==> config.mk <==
export PLATFORM = sky130hd
export DESIGN_NAME = multicycle_control
export DESIGN_NICKNAME = d
export VERILOG_FILES = /design/src/rtl/ctrl_pkg.sv /design/src/rtl/control_out_decode.sv /design/src/rtl/multicycle_control.sv
export SDC_FILE = /design/constraint.sdc
export NUM_CORES = 1
export LEC_CHECK = 0
export CAP_MARGIN = 15
export CORE_UTILIZATION = 46
export DETAILED_ROUTE_END_ITERATION = 10
export PLACE_DENSITY = 0.86
export SYNTH_ARGS = -nofsm -noshare
export SYNTH_HDL_FRONTEND = slang
export SYNTH_SLANG_ARGS = --single-unit
==> constraint.sdc <==
create_clock -name clk -period 4.6 [get_ports clk]
set_input_delay 0.46 -clock clk [delete_from_list [all_inputs] [get_ports clk]]
set_output_delay 0.46 -clock clk [all_outputs]
set_load 0.005 [all_outputs]
==> src/rtl/ctrl_pkg.sv <==
// Shared encodings for the multicycle RV32 control FSM: states, opcodes,
// ALUOp codes and ALU B-operand selects.
package ctrl_pkg;

   typedef enum logic [3:0] {
      S_FETCH     = 4'd0,
      S_DECODE    = 4'd1,
      S_MEM_ADDR  = 4'd2,
      S_MEM_READ  = 4'd3,
      S_MEM_WB    = 4'd4,
      S_MEM_WRITE = 4'd5,
      S_EXECUTE   = 4'd6,
      S_ALU_WB    = 4'd7,
      S_BRANCH    = 4'd8
   } state_t;

   localparam logic [6:0] OP_LOAD   = 7'b0000011;
   localparam logic [6:0] OP_STORE  = 7'b0100011;
   localparam logic [6:0] OP_RTYPE  = 7'b0110011;
   localparam logic [6:0] OP_BRANCH = 7'b1100011;

   localparam logic [1:0] ALUOP_ADD   = 2'b00;
   localparam logic [1:0] ALUOP_SUB   = 2'b01;
   localparam logic [1:0] ALUOP_FUNCT = 2'b10;

   localparam logic [1:0] SRCB_REG  = 2'b00;
   localparam logic [1:0] SRCB_FOUR = 2'b01;
   localparam logic [1:0] SRCB_IMM  = 2'b10;

endpackage

==> src/rtl/control_out_decode.sv <==
// Combinational map from control state (plus mem_ready / zero gating) to
// every datapath strobe and mux select.
module control_out_decode
   import ctrl_pkg::*;
(
   input  state_t     state_i,
   input  logic       mem_ready_i,
   input  logic       zero_i,
   output logic       pc_en_o,
   output logic       pc_src_o,
   output logic       ir_write_o,
   output logic       i_or_d_o,
   output logic       mem_read_o,
   output logic       mem_write_o,
   output logic       reg_write_o,
   output logic       mem_to_reg_o,
   output logic       alu_src_a_o,
   output logic [1:0] alu_src_b_o,
   output logic [1:0] alu_op_o
);

   always_comb begin
      pc_en_o      = 1'b0;
      pc_src_o     = 1'b0;
      ir_write_o   = 1'b0;
      i_or_d_o     = 1'b0;
      mem_read_o   = 1'b0;
      mem_write_o  = 1'b0;
      reg_write_o  = 1'b0;
      mem_to_reg_o = 1'b0;
      alu_src_a_o  = 1'b0;
      alu_src_b_o  = SRCB_REG;
      alu_op_o     = ALUOP_ADD;
      case (state_i)
         S_FETCH: begin
            mem_read_o  = 1'b1;
            alu_src_b_o = SRCB_FOUR;
            ir_write_o  = mem_ready_i;
            pc_en_o     = mem_ready_i;
         end
         S_DECODE:    alu_src_b_o = SRCB_IMM;
         S_MEM_ADDR: begin
            alu_src_a_o = 1'b1;
            alu_src_b_o = SRCB_IMM;
         end
         S_MEM_READ: begin
            mem_read_o = 1'b1;
            i_or_d_o   = 1'b1;
         end
         S_MEM_WB: begin
            reg_write_o  = 1'b1;
            mem_to_reg_o = 1'b1;
         end
         S_MEM_WRITE: begin
            mem_write_o = 1'b1;
            i_or_d_o    = 1'b1;
         end
         S_EXECUTE: begin
            alu_src_a_o = 1'b1;
            alu_op_o    = ALUOP_FUNCT;
         end
         S_ALU_WB:    reg_write_o = 1'b1;
         S_BRANCH: begin
            alu_src_a_o = 1'b1;
            alu_op_o    = ALUOP_SUB;
            pc_src_o    = 1'b1;
            pc_en_o     = zero_i;
         end
         default: ;
      endcase
   end

endmodule

==> src/rtl/multicycle_control.sv <==
// Main multicycle RV32 control FSM: state register, funct latch and
// retired-instruction counter; strobes come from control_out_decode.
//
// state     | meaning
// ----------+-------------------------------------------------
// FETCH     | read instruction at PC, PC+4, wait on mem_ready
// DECODE    | branch target into ALUOut, latch funct, dispatch
// MEM_ADDR  | rs1 + imm address calculation for load/store
// MEM_READ  | load data read, wait on mem_ready
// MEM_WB    | MDR into register file (retire)
// MEM_WRITE | store data write, wait on mem_ready (retire)
// EXECUTE   | R-type ALU operation
// ALU_WB    | ALUOut into register file (retire)
// BRANCH    | beq compare, PC <- ALUOut when zero (retire)
module multicycle_control
   import ctrl_pkg::*;
#(
   parameter int CNT_W = 32
) (
   input  logic             clk,
   input  logic             rst_n,
   input  logic [31:0]      instr,
   input  logic             zero,
   input  logic             mem_ready,
   output logic             pc_en,
   output logic             pc_src,
   output logic             ir_write,
   output logic             i_or_d,
   output logic             mem_read,
   output logic             mem_write,
   output logic             reg_write,
   output logic             mem_to_reg,
   output logic             alu_src_a,
   output logic [1:0]       alu_src_b,
   output logic [1:0]       alu_op,
   output logic [3:0]       funct,
   output logic             illegal,
   output logic [CNT_W-1:0] retire_cnt,
   output logic [3:0]       state
);

   state_t           state_q, state_d;
   logic [3:0]       funct_q;
   logic [CNT_W-1:0] retire_q;
   logic             retire;
   logic             op_legal;
   logic [6:0]       opcode;
   logic             pc_en_raw, ir_write_raw, mem_read_raw, mem_write_raw, reg_write_raw;
   logic             unused_instr;

   assign opcode       = instr[6:0];
   assign unused_instr = &{1'b0, instr[31], instr[29:15], instr[11:7]};

   always_comb begin
      state_d  = S_FETCH;
      retire   = 1'b0;
      op_legal = (opcode == OP_LOAD) || (opcode == OP_STORE) ||
                 (opcode == OP_RTYPE) || (opcode == OP_BRANCH);
      case (state_q)
         S_FETCH:  state_d = mem_ready ? S_DECODE : S_FETCH;
         S_DECODE: begin
            if ((opcode == OP_LOAD) || (opcode == OP_STORE)) state_d = S_MEM_ADDR;
            else if (opcode == OP_RTYPE)                     state_d = S_EXECUTE;
            else if (opcode == OP_BRANCH)                    state_d = S_BRANCH;
            else                                             state_d = S_FETCH;
         end
         S_MEM_ADDR: state_d = (opcode == OP_LOAD) ? S_MEM_READ : S_MEM_WRITE;
         S_MEM_READ: state_d = mem_ready ? S_MEM_WB : S_MEM_READ;
         S_MEM_WB:   retire  = 1'b1;
         S_MEM_WRITE: begin
            state_d = mem_ready ? S_FETCH : S_MEM_WRITE;
            retire  = mem_ready;
         end
         S_EXECUTE:  state_d = S_ALU_WB;
         S_ALU_WB:   retire  = 1'b1;
         S_BRANCH:   retire  = 1'b1;
         default:    state_d = S_FETCH;
      endcase
   end

   always_ff @(posedge clk) begin
      if (!rst_n) begin
         state_q  <= S_FETCH;
         funct_q  <= 4'd0;
         retire_q <= '0;
      end else begin
         state_q <= state_d;
         if (state_q == S_DECODE) funct_q <= {instr[30], instr[14:12]};
         if (retire) retire_q <= retire_q + {{(CNT_W-1){1'b0}}, 1'b1};
      end
   end

   control_out_decode u_dec (
      .state_i      (state_q),
      .mem_ready_i  (mem_ready),
      .zero_i       (zero),
      .pc_en_o      (pc_en_raw),
      .pc_src_o     (pc_src),
      .ir_write_o   (ir_write_raw),
      .i_or_d_o     (i_or_d),
      .mem_read_o   (mem_read_raw),
      .mem_write_o  (mem_write_raw),
      .reg_write_o  (reg_write_raw),
      .mem_to_reg_o (mem_to_reg),
      .alu_src_a_o  (alu_src_a),
      .alu_src_b_o  (alu_src_b),
      .alu_op_o     (alu_op)
   );

   // strobes are killed the moment reset asserts, without waiting for the edge
   assign pc_en      = pc_en_raw     & rst_n;
   assign ir_write   = ir_write_raw  & rst_n;
   assign mem_read   = mem_read_raw  & rst_n;
   assign mem_write  = mem_write_raw & rst_n;
   assign reg_write  = reg_write_raw & rst_n;

   assign illegal    = (state_q == S_DECODE) && !op_legal;
   assign funct      = funct_q;
   assign retire_cnt = retire_q;
   assign state      = state_q;

endmodule

==> results.toml, run 1 <==
[status]
status = "completed"

[global_route]
grt_first_pass_wirelength_um = 8160
grt_pass1_vias = 1804
grt_start_max_net_pins = 36
grt_antenna_before_repair = 0
grtUsageTotal = 0.204
grt_overflow = 0

[synthesis]
syn-mean-instance-area_um2 = 8.36
synth.ff_latch_count = 40
synthesis.area_um2 = 2090
synthesis.instances = 250
ys_seq_area_frac = 0.383
netlist.area_leader.share = 0.383
synth_edf_count = 0
postSynth.asyncResetShare = 0
post_syn_nets = 287
ys_warn_count = 0
synth.top_cells.by_area = "sky130_fd_sc_hd__dfxtp_1 (38%), sky130_fd_sc_hd__xor2_1 (7.1%), sky130_fd_sc_hd__nor2_1 (6.1%)"
synth.largest_area_cell = "sky130_fd_sc_hd__dfxtp_1"
post_synth_most_frequent_cells = "sky130_fd_sc_hd__dfxtp_1 (40), sky130_fd_sc_hd__nor2_1 (34), sky130_fd_sc_hd__xor2_1 (17)"
top_reg_cell_synth = "sky130_fd_sc_hd__dfxtp_1"
post-synth-top-count-cell = "sky130_fd_sc_hd__dfxtp_1"
synthDistinctLibCells = 44

[floorplanning]
top_level_i_o_count = 90
std_cell_rows = 24
die_x_um = 69.4
floorplan.die.height_um = 69.4
initial_core_util = 0.480
design.die.area_um2 = 4820
floorplan.core_area_um2 = 4350

[power_and_ir_drop]
vdd_drop_max_v = 0.000138
internal_power_mw = 0.568
pwr_density_cell_nw_per_um2 = 243
share_comb_of_total_power = 0.069
power.leakage_nw = 1.05
switching_share = 0.197
total_switching_power_mw = 0.139
report.power.total_mw = 0.707
power.share.clock = 0.434
power.share.sequential = 0.497

[cts]
cts_root_buffer = "sky130_fd_sc_hd__clkbuf_8"
hold_buffers = 0
maximum_clock_insertion_buffer_count = 2
cts_resized = 0
cts_tree = "yes"
postCtsSetupRepairBufs = 0
clock_tree.htree_level_count = 2
worst_skew_pair.late_latency_ns = 0.28
num_cts_buffers = 5
cts.clk_slew.worst_paths_ns = 0.07
cts_sinks = 40

[timing]
max_slew.worst_pin.slew_ns = 0.680
clock_skew_ns = 0.00710
report.final.setup_viol = 0
hold_fails_final_rpt = 0
finalCriticalPeriod_ns = 2.81
tns_ns = 0
grt_setup_unrepaired = "no"
fmax_ghz = 0.356
post_route_clock_period_utilization = 0.611
slew_headroom = 0.546
report.final.slew_viol_count = 0

[worst_setup_path]
timing.rr.end = "retire_cnt[28]"
crit_arrival_ns = 2.35
worstPathMaxFanout = 16
cpPeakStageDelay_ns = 0.63
worst-path-buf-inv = 1
end_kind = "primary output"
worstRegToRegCells = 5
worstSetupStartpoint = "state[0]"
critPathKind = "reg2out"
start_kind = "flop"
timing.reg2reg.setup_slack_ns = 2.11
timing.critical_path.slowest_stage_cell = "sky130_fd_sc_hd__dfxtp_1"
timing.critical_path.max_delay_family = "simple AND/OR/NAND/NOR gates"
cp-endpoint = "illegal"
cp.required_ns = 4.14
worstSetupPathDepth = 4
timing.critical_path.cells = "nor2b_1 -> and2_1 -> o21a_1 -> clkdlybuf4s50_1"
timing.rr.start = "state[2]"

[final_layout]
syn_to_final_growth_pct = 39.2
multiInputGateArea_um2 = 1220
antenna_cells_inserted = 0
layout_cell_share_with_drive_strength_beyond_1 = 0.0478
nets = 350
nFillCells = 349
final_cell_count_no_fill = 366
layout.area.seq_um2 = 801
fin_util = 0.668

[placement]
placement.io_buffers = 68
post-place-cells = 358
dp.final_hpwl_um = 3360
place.gp.congestion = 0.790

[flow_run]
maxCapViolations = 0

[hold_path]
worst_hold_path.num_cells = 2
min_path_type = "reg2reg"

[detailed_routing]
detail_route.iter0.violations = 94
routed-via-count = 2018
dr.pass1.iters = 4
route.met2.wl_um = 2270
wire_per_inst_um = 13.3
route.met3.wl_um = 280
top_layer_used = "met4"
drt_wl_total_um = 4860
post-route-drc-count = 0
wl_met1_um = 2260
final_antenna_net_count = 0
avgViaCountPerCell = 5.51
==> state kept, by name, indices dropped and copies added (netlist names) <==
register,flops
retire_cnt,32
funct,4
state,4
==> kinds of logic (layout without fill, tap and decap cells) <==
group           Yosys count  count (layout)  share of synthesized area
compound gates           32              32                     0.0916
xor+xnor                 23              23                     0.0964
fa+ha+maj                 1               1                    0.00599
buf+inv                  16              80                     0.0341
flops                    40              40                      0.383
mux                       7               7                     0.0335
simple gates            131             131                      0.355
==> layout by cell type (no fill, tap or decap), types with 10 or more instances in the layout <==
master                            count
sky130_fd_sc_hd__and3_1              12
sky130_fd_sc_hd__a21oi_1             12
sky130_fd_sc_hd__dfxtp_1             40
sky130_fd_sc_hd__o21ai_0             10
sky130_fd_sc_hd__nand3_1             13
sky130_fd_sc_hd__clkdlybuf4s50_1     68
sky130_fd_sc_hd__nand4_1             14
sky130_fd_sc_hd__nor2_1              34
sky130_fd_sc_hd__xor2_1              17
sky130_fd_sc_hd__nand2_1             11
==> power groups by stage <==
stage,Combinational [mW],Sequential [mW],Clock (mW)
after floorplan,0.0204,0.358,0
after global placement,0.0478,0.359,0
after detailed placement,0.0485,0.359,0
after CTS,0.0488,0.351,0.313
after global routing,0.0526,0.352,0.330
final,0.0485,0.351,0.307
==> worst min path at each step <==
stage / startpoint / endpoint
5_1_grt: retire_cnt[31] / retire_cnt[31]
4_1_cts: retire_cnt[31] / retire_cnt[31]
6_report: retire_cnt[31] / retire_cnt[31]
3_3_place_gp: retire_cnt[31] / retire_cnt[31]
2_1_floorplan: retire_cnt[31] / retire_cnt[31]
3_5_place_dp: funct[3] / funct[3]
==> final cells by class <==
class / count / area share
flip-flops and latches: 40 / 0.275
inverters: 3 / 0.00387
clock inverters: 1 / 0.0103
well taps: 52 / 0.0224
multi-input cells: 194 / 0.418
repair buffers: 69 / 0.237
clock buffers: 7 / 0.0331
==> routing by layer <==
layer	GRT usage	vias up
met2	0.344	54
met1	0.255	935
met4	0.0476	0
met3	0.0640	7
met5	0	-
li1	-	1022
==> tightest hold or removal path, stage by stage, from the launching register on <==
cell and delay, ns:
sky130_fd_sc_hd__dfxtp_1 0.32, sky130_fd_sc_hd__o31ai_1 0.06, sky130_fd_sc_hd__a21oi_1 0.05
==> metrics by stage <==
stage               hold WS (ns)  worst slack [ns]  cell area, um2
floorplan                  0.468              2.86            2090
detailed placement         0.483              1.93            2780
finish                     0.487              1.79            2910
global route               0.514              1.63            2910
CTS                        0.493              1.78            2910
global placement           0.460              1.99            2780
No activity file was read; power rests on OpenSTA's default activity.
==> inputs of run 2 (changes only) <==
--- a/config.mk
+++ b/config.mk
@@ -6,9 +6,9 @@
 export NUM_CORES = 1
 export LEC_CHECK = 0
 export CAP_MARGIN = 15
-export CORE_UTILIZATION = 46
+export CORE_UTILIZATION = 38
 export DETAILED_ROUTE_END_ITERATION = 10
-export PLACE_DENSITY = 0.86
+export PLACE_DENSITY = 0.76
 export SYNTH_ARGS = -nofsm -noshare
 export SYNTH_HDL_FRONTEND = slang
 export SYNTH_SLANG_ARGS = --single-unit
==> constraint.sdc (replaced) <==
create_clock -name clk -period 2.4 [get_ports clk]
set_input_delay 0.24 -clock clk [delete_from_list [all_inputs] [get_ports clk]]
set_output_delay 0.24 -clock clk [all_outputs]
set_load 0.005 [all_outputs]
==> run 2 against run 1 <==
Combinational power up 110%. Sequential share of layout area decreased by 0.88 points. Critical path type unchanged. Register-to-register slack got worse by 1.8 ns. Critical path depth increased by 1. Setup slack got worse by 1.7 ns. Sequential power rose by 92%. Clock power grew 94%. Utilization is 9.1 points lower. Non-clock buffer count increased by 9. Cell area is 3.3% higher.
==> results.toml, run 2 (synthesis gave the netlist of run 1 again) <==
[final_layout]
layout_cell_share_with_drive_strength_beyond_1 = 0.0774
mostFrequentLayoutCells = "sky130_fd_sc_hd__clkdlybuf4s50_1 (68), sky130_fd_sc_hd__dfxtp_1 (40), sky130_fd_sc_hd__nor2_1 (34)"
syn_to_final_growth_pct = 43.8
largest_register_ffs = 32
fin_util = 0.577
final_cell_count_no_fill = 393
nets = 359
antenna_cells_inserted = 0
nFillCells = 481
layout.cells.most_common = "sky130_fd_sc_hd__clkdlybuf4s50_1"

[timing]
tns_ns = 0
grt_setup_unrepaired = "no"
post_route_clock_period_utilization = 0.945
clock_skew_ns = 0.00451
report.final.slew_viol_count = 0
report.final.setup_viol = 0
finalWorstSetupSlack_ns = 0.132
max_slew.worst_pin.slew_ns = 0.572
holdWs_ns = 0.493
slew_headroom = 0.618
fmax_ghz = 0.441
finalCriticalPeriod_ns = 2.27
hold_fails_final_rpt = 0

[floorplanning]
std_cell_rows = 26
floorplan.core_area_um2 = 5200
top_level_i_o_count = 90
floorplan.die.height_um = 76.2
die_x_um = 76.2
initial_core_util = 0.401
design.die.area_um2 = 5800

[worst_setup_path]
timing.critical_path.max_delay_family = "buffers and inverters"
crit_arrival_ns = 2.03
timing.rr.start = "state[1]"
end_kind = "primary output"
timing.reg2reg.setup_slack_ns = 0.31
worst-path-buf-inv = 2
timing.critical_path.cells = "buf_4 -> nor4b_1 -> a22oi_1 -> nor2_1 -> clkdlybuf4s50_1"
timing.critical_path.slowest_stage_cell = "sky130_fd_sc_hd__clkdlybuf4s50_1"
timing.rr.end = "retire_cnt[16]"
cpPeakStageDelay_ns = 0.51
start_kind = "flop"
critPathKind = "reg2out"
worstPathMaxFanout = 12
cp.required_ns = 2.16
worstSetupPathDepth = 5
worstRegToRegCells = 6

[placement]
placement.io_buffers = 68
place.gp.congestion = 0.799
place_ws_ns = 0.327
post-place-cells = 385
dp.final_hpwl_um = 3590

[cts]
cts.clk_slew.worst_paths_ns = 0.08
clock_tree.htree_level_count = 2
cts_sinks = 40
worst_skew_pair.late_latency_ns = 0.28
cts_root_buffer = "sky130_fd_sc_hd__clkbuf_8"
postCtsSetupRepairBufs = 0
cts_tree = "yes"
hold_buffers = 0
maximum_clock_insertion_buffer_count = 2
num_cts_buffers = 5

[detailed_routing]
dr.pass1.iters = 4
routed-via-count = 2037
post-route-drc-count = 0
avgViaCountPerCell = 5.18
final_antenna_net_count = 0
drt_wl_total_um = 4990
wire_per_inst_um = 12.7
detail_route.iter0.violations = 73

[global_route]
grt_antenna_before_repair = 0
grt_start_max_net_pins = 22
grt_pass1_vias = 1775
grt_overflow = 0
grt_first_pass_wirelength_um = 8280
grtUsageTotal = 0.171

[hold_path]
min_delay_worst_endpoint = "retire_cnt[31]"
worst_hold_path.num_cells = 2
min_path_type = "reg2reg"
min_from = "retire_cnt[31]"

[status]
status = "completed"

[flow_run]
maxCapViolations = 0

[power_and_ir_drop]
power.leakage_nw = 1.10
vdd_drop_max_v = 0.000382
pwr_density_cell_nw_per_um2 = 455
run 2: cell types whose count changed in the layout (fill, tap and decap cells not counted), sizes merged:
cell  before  now
buf        1   10
run 2: power by group:
group | internal [mW] | switching [mW]
Combinational | 0.0587 | 0.0410
Clock | 0.367 | 0.228
Sequential | 0.667 | 0.00587
Total | 1.09 | 0.275
run 2: layout make-up:
type	instances	area [um2]	share of cell area
flip-flops and latches	40	801	0.266
multi-input cells	194	1220	0.407
inverters	3	11.3	0.00375
clock inverters	1	30.0	0.00999
clock buffers	7	96.3	0.0321
repair buffers	78	756	0.251
well taps	70	87.6	0.0291
run 2: worst reg2reg max path: stages, from the launching register on:
cell and delay (ns):
sky130_fd_sc_hd__dfxtp_1 0.69, sky130_fd_sc_hd__nor4bb_1 0.13, sky130_fd_sc_hd__a211o_2 0.43, sky130_fd_sc_hd__buf_4 0.20, sky130_fd_sc_hd__and4b_1 0.21, sky130_fd_sc_hd__and3_1 0.20, sky130_fd_sc_hd__mux2i_1 0.12
run 2: what timing repair did:
| action | CTS | global route |
|---|---|---|
| resized for setup | 0 | 1 |
| hold endpoints to repair | 0 | 0 |
| endpoints found under the setup margin | 0 | 2 |
run 2: worst max-delay path by stage:
stage                        from              to  slack [ns]
floorplan           retire_cnt[0]  retire_cnt[28]        0.66
global placement        mem_ready  retire_cnt[16]        0.37
detailed placement      mem_ready  retire_cnt[16]        0.33
CTS                      state[2]           pc_en        0.12
global route             state[0]         illegal        0.02
finish                   state[2]           pc_en        0.13
run 2: through the flow:
| stage | area (um2) | total power, mW |
|---|---|---|
| finish | 3010 | 1.37 |
| global route | 3010 | 1.43 |
| CTS | 3000 | 1.38 |
| detailed placement | 2870 | 0.788 |
| global placement | 2870 | 0.787 |
| floorplan | 2090 | 0.726 |
run 2: routing by layer:
layer,global-route usage,up-vias,wire (um)
met5,0,-,0
li1,-,1039,-
met1,0.228,944,2470
met2,0.277,50,2260
met4,0.0404,0,34
met3,0.0431,4,224
==> inputs of run 3 (changes only) <==
--- a/config.mk
+++ b/config.mk
@@ -9,6 +9,7 @@
 export CORE_UTILIZATION = 38
 export DETAILED_ROUTE_END_ITERATION = 10
 export PLACE_DENSITY = 0.76
+export REMOVE_ABC_BUFFERS = 1
 export SYNTH_ARGS = -nofsm -noshare
 export SYNTH_HDL_FRONTEND = slang
 export SYNTH_SLANG_ARGS = --single-unit
==> run 3 against run 2 <==
Combinational power barely moved. Register-to-register slack improved by 0.03 ns. Utilization fell by 0.12 points. Clock power rose by 0.8%. Clock skew rose by 0.0019 ns. Critical path type unchanged. Largest power group unchanged.
==> results.toml, run 3 (synthesis gave the netlist of run 1 again) <==
[timing]
fmax_ghz = 0.445
post_route_clock_period_utilization = 0.936
report.final.slew_viol_count = 0
slew_headroom = 0.634
report.final.setup_viol = 0
finalCriticalPeriod_ns = 2.25
max_slew.worst_pin.slew_ns = 0.548
hold_fails_final_rpt = 0
tns_ns = 0
clock_skew_ns = 0.00646
grt_setup_unrepaired = "no"

[worst_setup_path]
timing.rr.end = "retire_cnt[16]"
end_kind = "primary output"
crit_arrival_ns = 2.01
worstRegToRegCells = 6
timing.reg2reg.setup_slack_ns = 0.34
cp.required_ns = 2.16
critPathKind = "reg2out"
worstPathMaxFanout = 16
timing.rr.start = "state[1]"
cp-endpoint = "illegal"
start_kind = "flop"
worstSetupStartpoint = "state[1]"

[hold_path]
min_path_type = "reg2reg"

[cts]
cts.clk_slew.worst_paths_ns = 0.08
cts_sinks = 40
cts_root_buffer = "sky130_fd_sc_hd__clkbuf_8"
maximum_clock_insertion_buffer_count = 2
cts_tree = "yes"
num_cts_buffers = 5
clock_tree.htree_level_count = 2
worst_skew_pair.late_latency_ns = 0.29

[final_layout]
antenna_cells_inserted = 0
syn_to_final_growth_pct = 43.5
layout.cells.most_common = "sky130_fd_sc_hd__clkdlybuf4s50_1"
nets = 358
fin_util = 0.576
largest_register_ffs = 32
nFillCells = 494
mostFrequentLayoutCells = "sky130_fd_sc_hd__clkdlybuf4s50_1 (68), sky130_fd_sc_hd__dfxtp_1 (39), sky130_fd_sc_hd__nor2_1 (34)"
layout_cell_share_with_drive_strength_beyond_1 = 0.0776

[detailed_routing]
avgViaCountPerCell = 5.22
detail_route.iter0.violations = 70
drt_wl_total_um = 5170
dr.pass1.iters = 4
final_antenna_net_count = 0
post-route-drc-count = 0
wire_per_inst_um = 13.2
routed-via-count = 2045

[power_and_ir_drop]
power.leakage_nw = 1.09
vdd_drop_max_v = 0.000270
total_switching_power_mw = 0.279
power.share.clock = 0.437
share_comb_of_total_power = 0.073
switching_share = 0.204
internal_power_mw = 1.09
pwr_density_cell_nw_per_um2 = 457
power.share.sequential = 0.490

[placement]
place.gp.congestion = 0.786
placement.io_buffers = 68
dp.final_hpwl_um = 3650

[global_route]
grt_first_pass_wirelength_um = 8740
grtUsageTotal = 0.183
grt_overflow = 0
grt_pass1_vias = 1894
grt_start_max_net_pins = 36
grt_antenna_before_repair = 0

[floorplanning]
std_cell_rows = 26
die_x_um = 76.2
floorplan.core_area_um2 = 5200
design.die.area_um2 = 5800
top_level_i_o_count = 90
floorplan.die.height_um = 76.2
initial_core_util = 0.401

[flow_run]
maxCapViolations = 0

[status]
status = "completed"
[run 3: routing by layer]
metal	GRT usage	wire length, um	part of all wire	up-vias
met2	0.320	2510	0.49	38
met1	0.223	2430	0.47	966
li1	-	-	-	1035
met3	0.0335	149	0.029	6
met5	0	0	0	-
met4	0.0692	80	0.015	0
[run 3: worst min path at each step]
stage	from	to	depth (start not counted)
global route	retire_cnt[29]	retire_cnt[29]	2
finish	retire_cnt[31]	retire_cnt[31]	2
global placement	retire_cnt[31]	retire_cnt[31]	2
detailed placement	retire_cnt[31]	retire_cnt[31]	2
CTS	retire_cnt[31]	retire_cnt[31]	2
floorplan	rst_n	retire_cnt[17]	1
[run 3: power groups by stage]
stage	Clock [mW]	Sequential (mW)	Combinational, mW
floorplan	0	0.688	0.0344
global placement	0	0.687	0.0983
detailed placement	0	0.687	0.0999
CTS	0.619	0.671	0.101
global route	0.648	0.672	0.108
finish	0.600	0.671	0.100
[run 3: through the flow]
stage	cells	area, um2	hold WS, ns	power, mW	setup WS, ns
finish	392	3000	0.493	1.37	0.153
global route	392	3000	0.514	1.43	0.00733
CTS	392	2990	0.490	1.39	0.162
detailed placement	384	2870	0.479	0.787	0.311
global placement	384	2870	0.461	0.785	0.334
floorplan	237	2030	0.362	0.723	0.270
[run 3: critical path: stages, from the launching register on]
cell and delay [ns]:
sky130_fd_sc_hd__dfxtp_1 0.48, sky130_fd_sc_hd__nor2b_1 0.39, sky130_fd_sc_hd__and2_1 0.22, sky130_fd_sc_hd__o21a_1 0.12, sky130_fd_sc_hd__clkdlybuf4s50_1 0.50
[run 3: area by class of cell]
type                       count  area (um2)  area share
multi-input combinational    194        1220       0.408
sequential                    40         802       0.267
timing repair buffer          77         748       0.249
clock buffer                   7        96.3      0.0321
tap                           70        87.6      0.0292
clock inverter                 1        30.0      0.0100
inverter                       3        11.3     0.00375
[run 3: timing repair]
item | 4_1_cts | 5_1_grt
buffers inserted | 0 | 0
endpoints found under the setup margin | 0 | 1
hold buffers | 0 | 0
resized for setup | 0 | 2
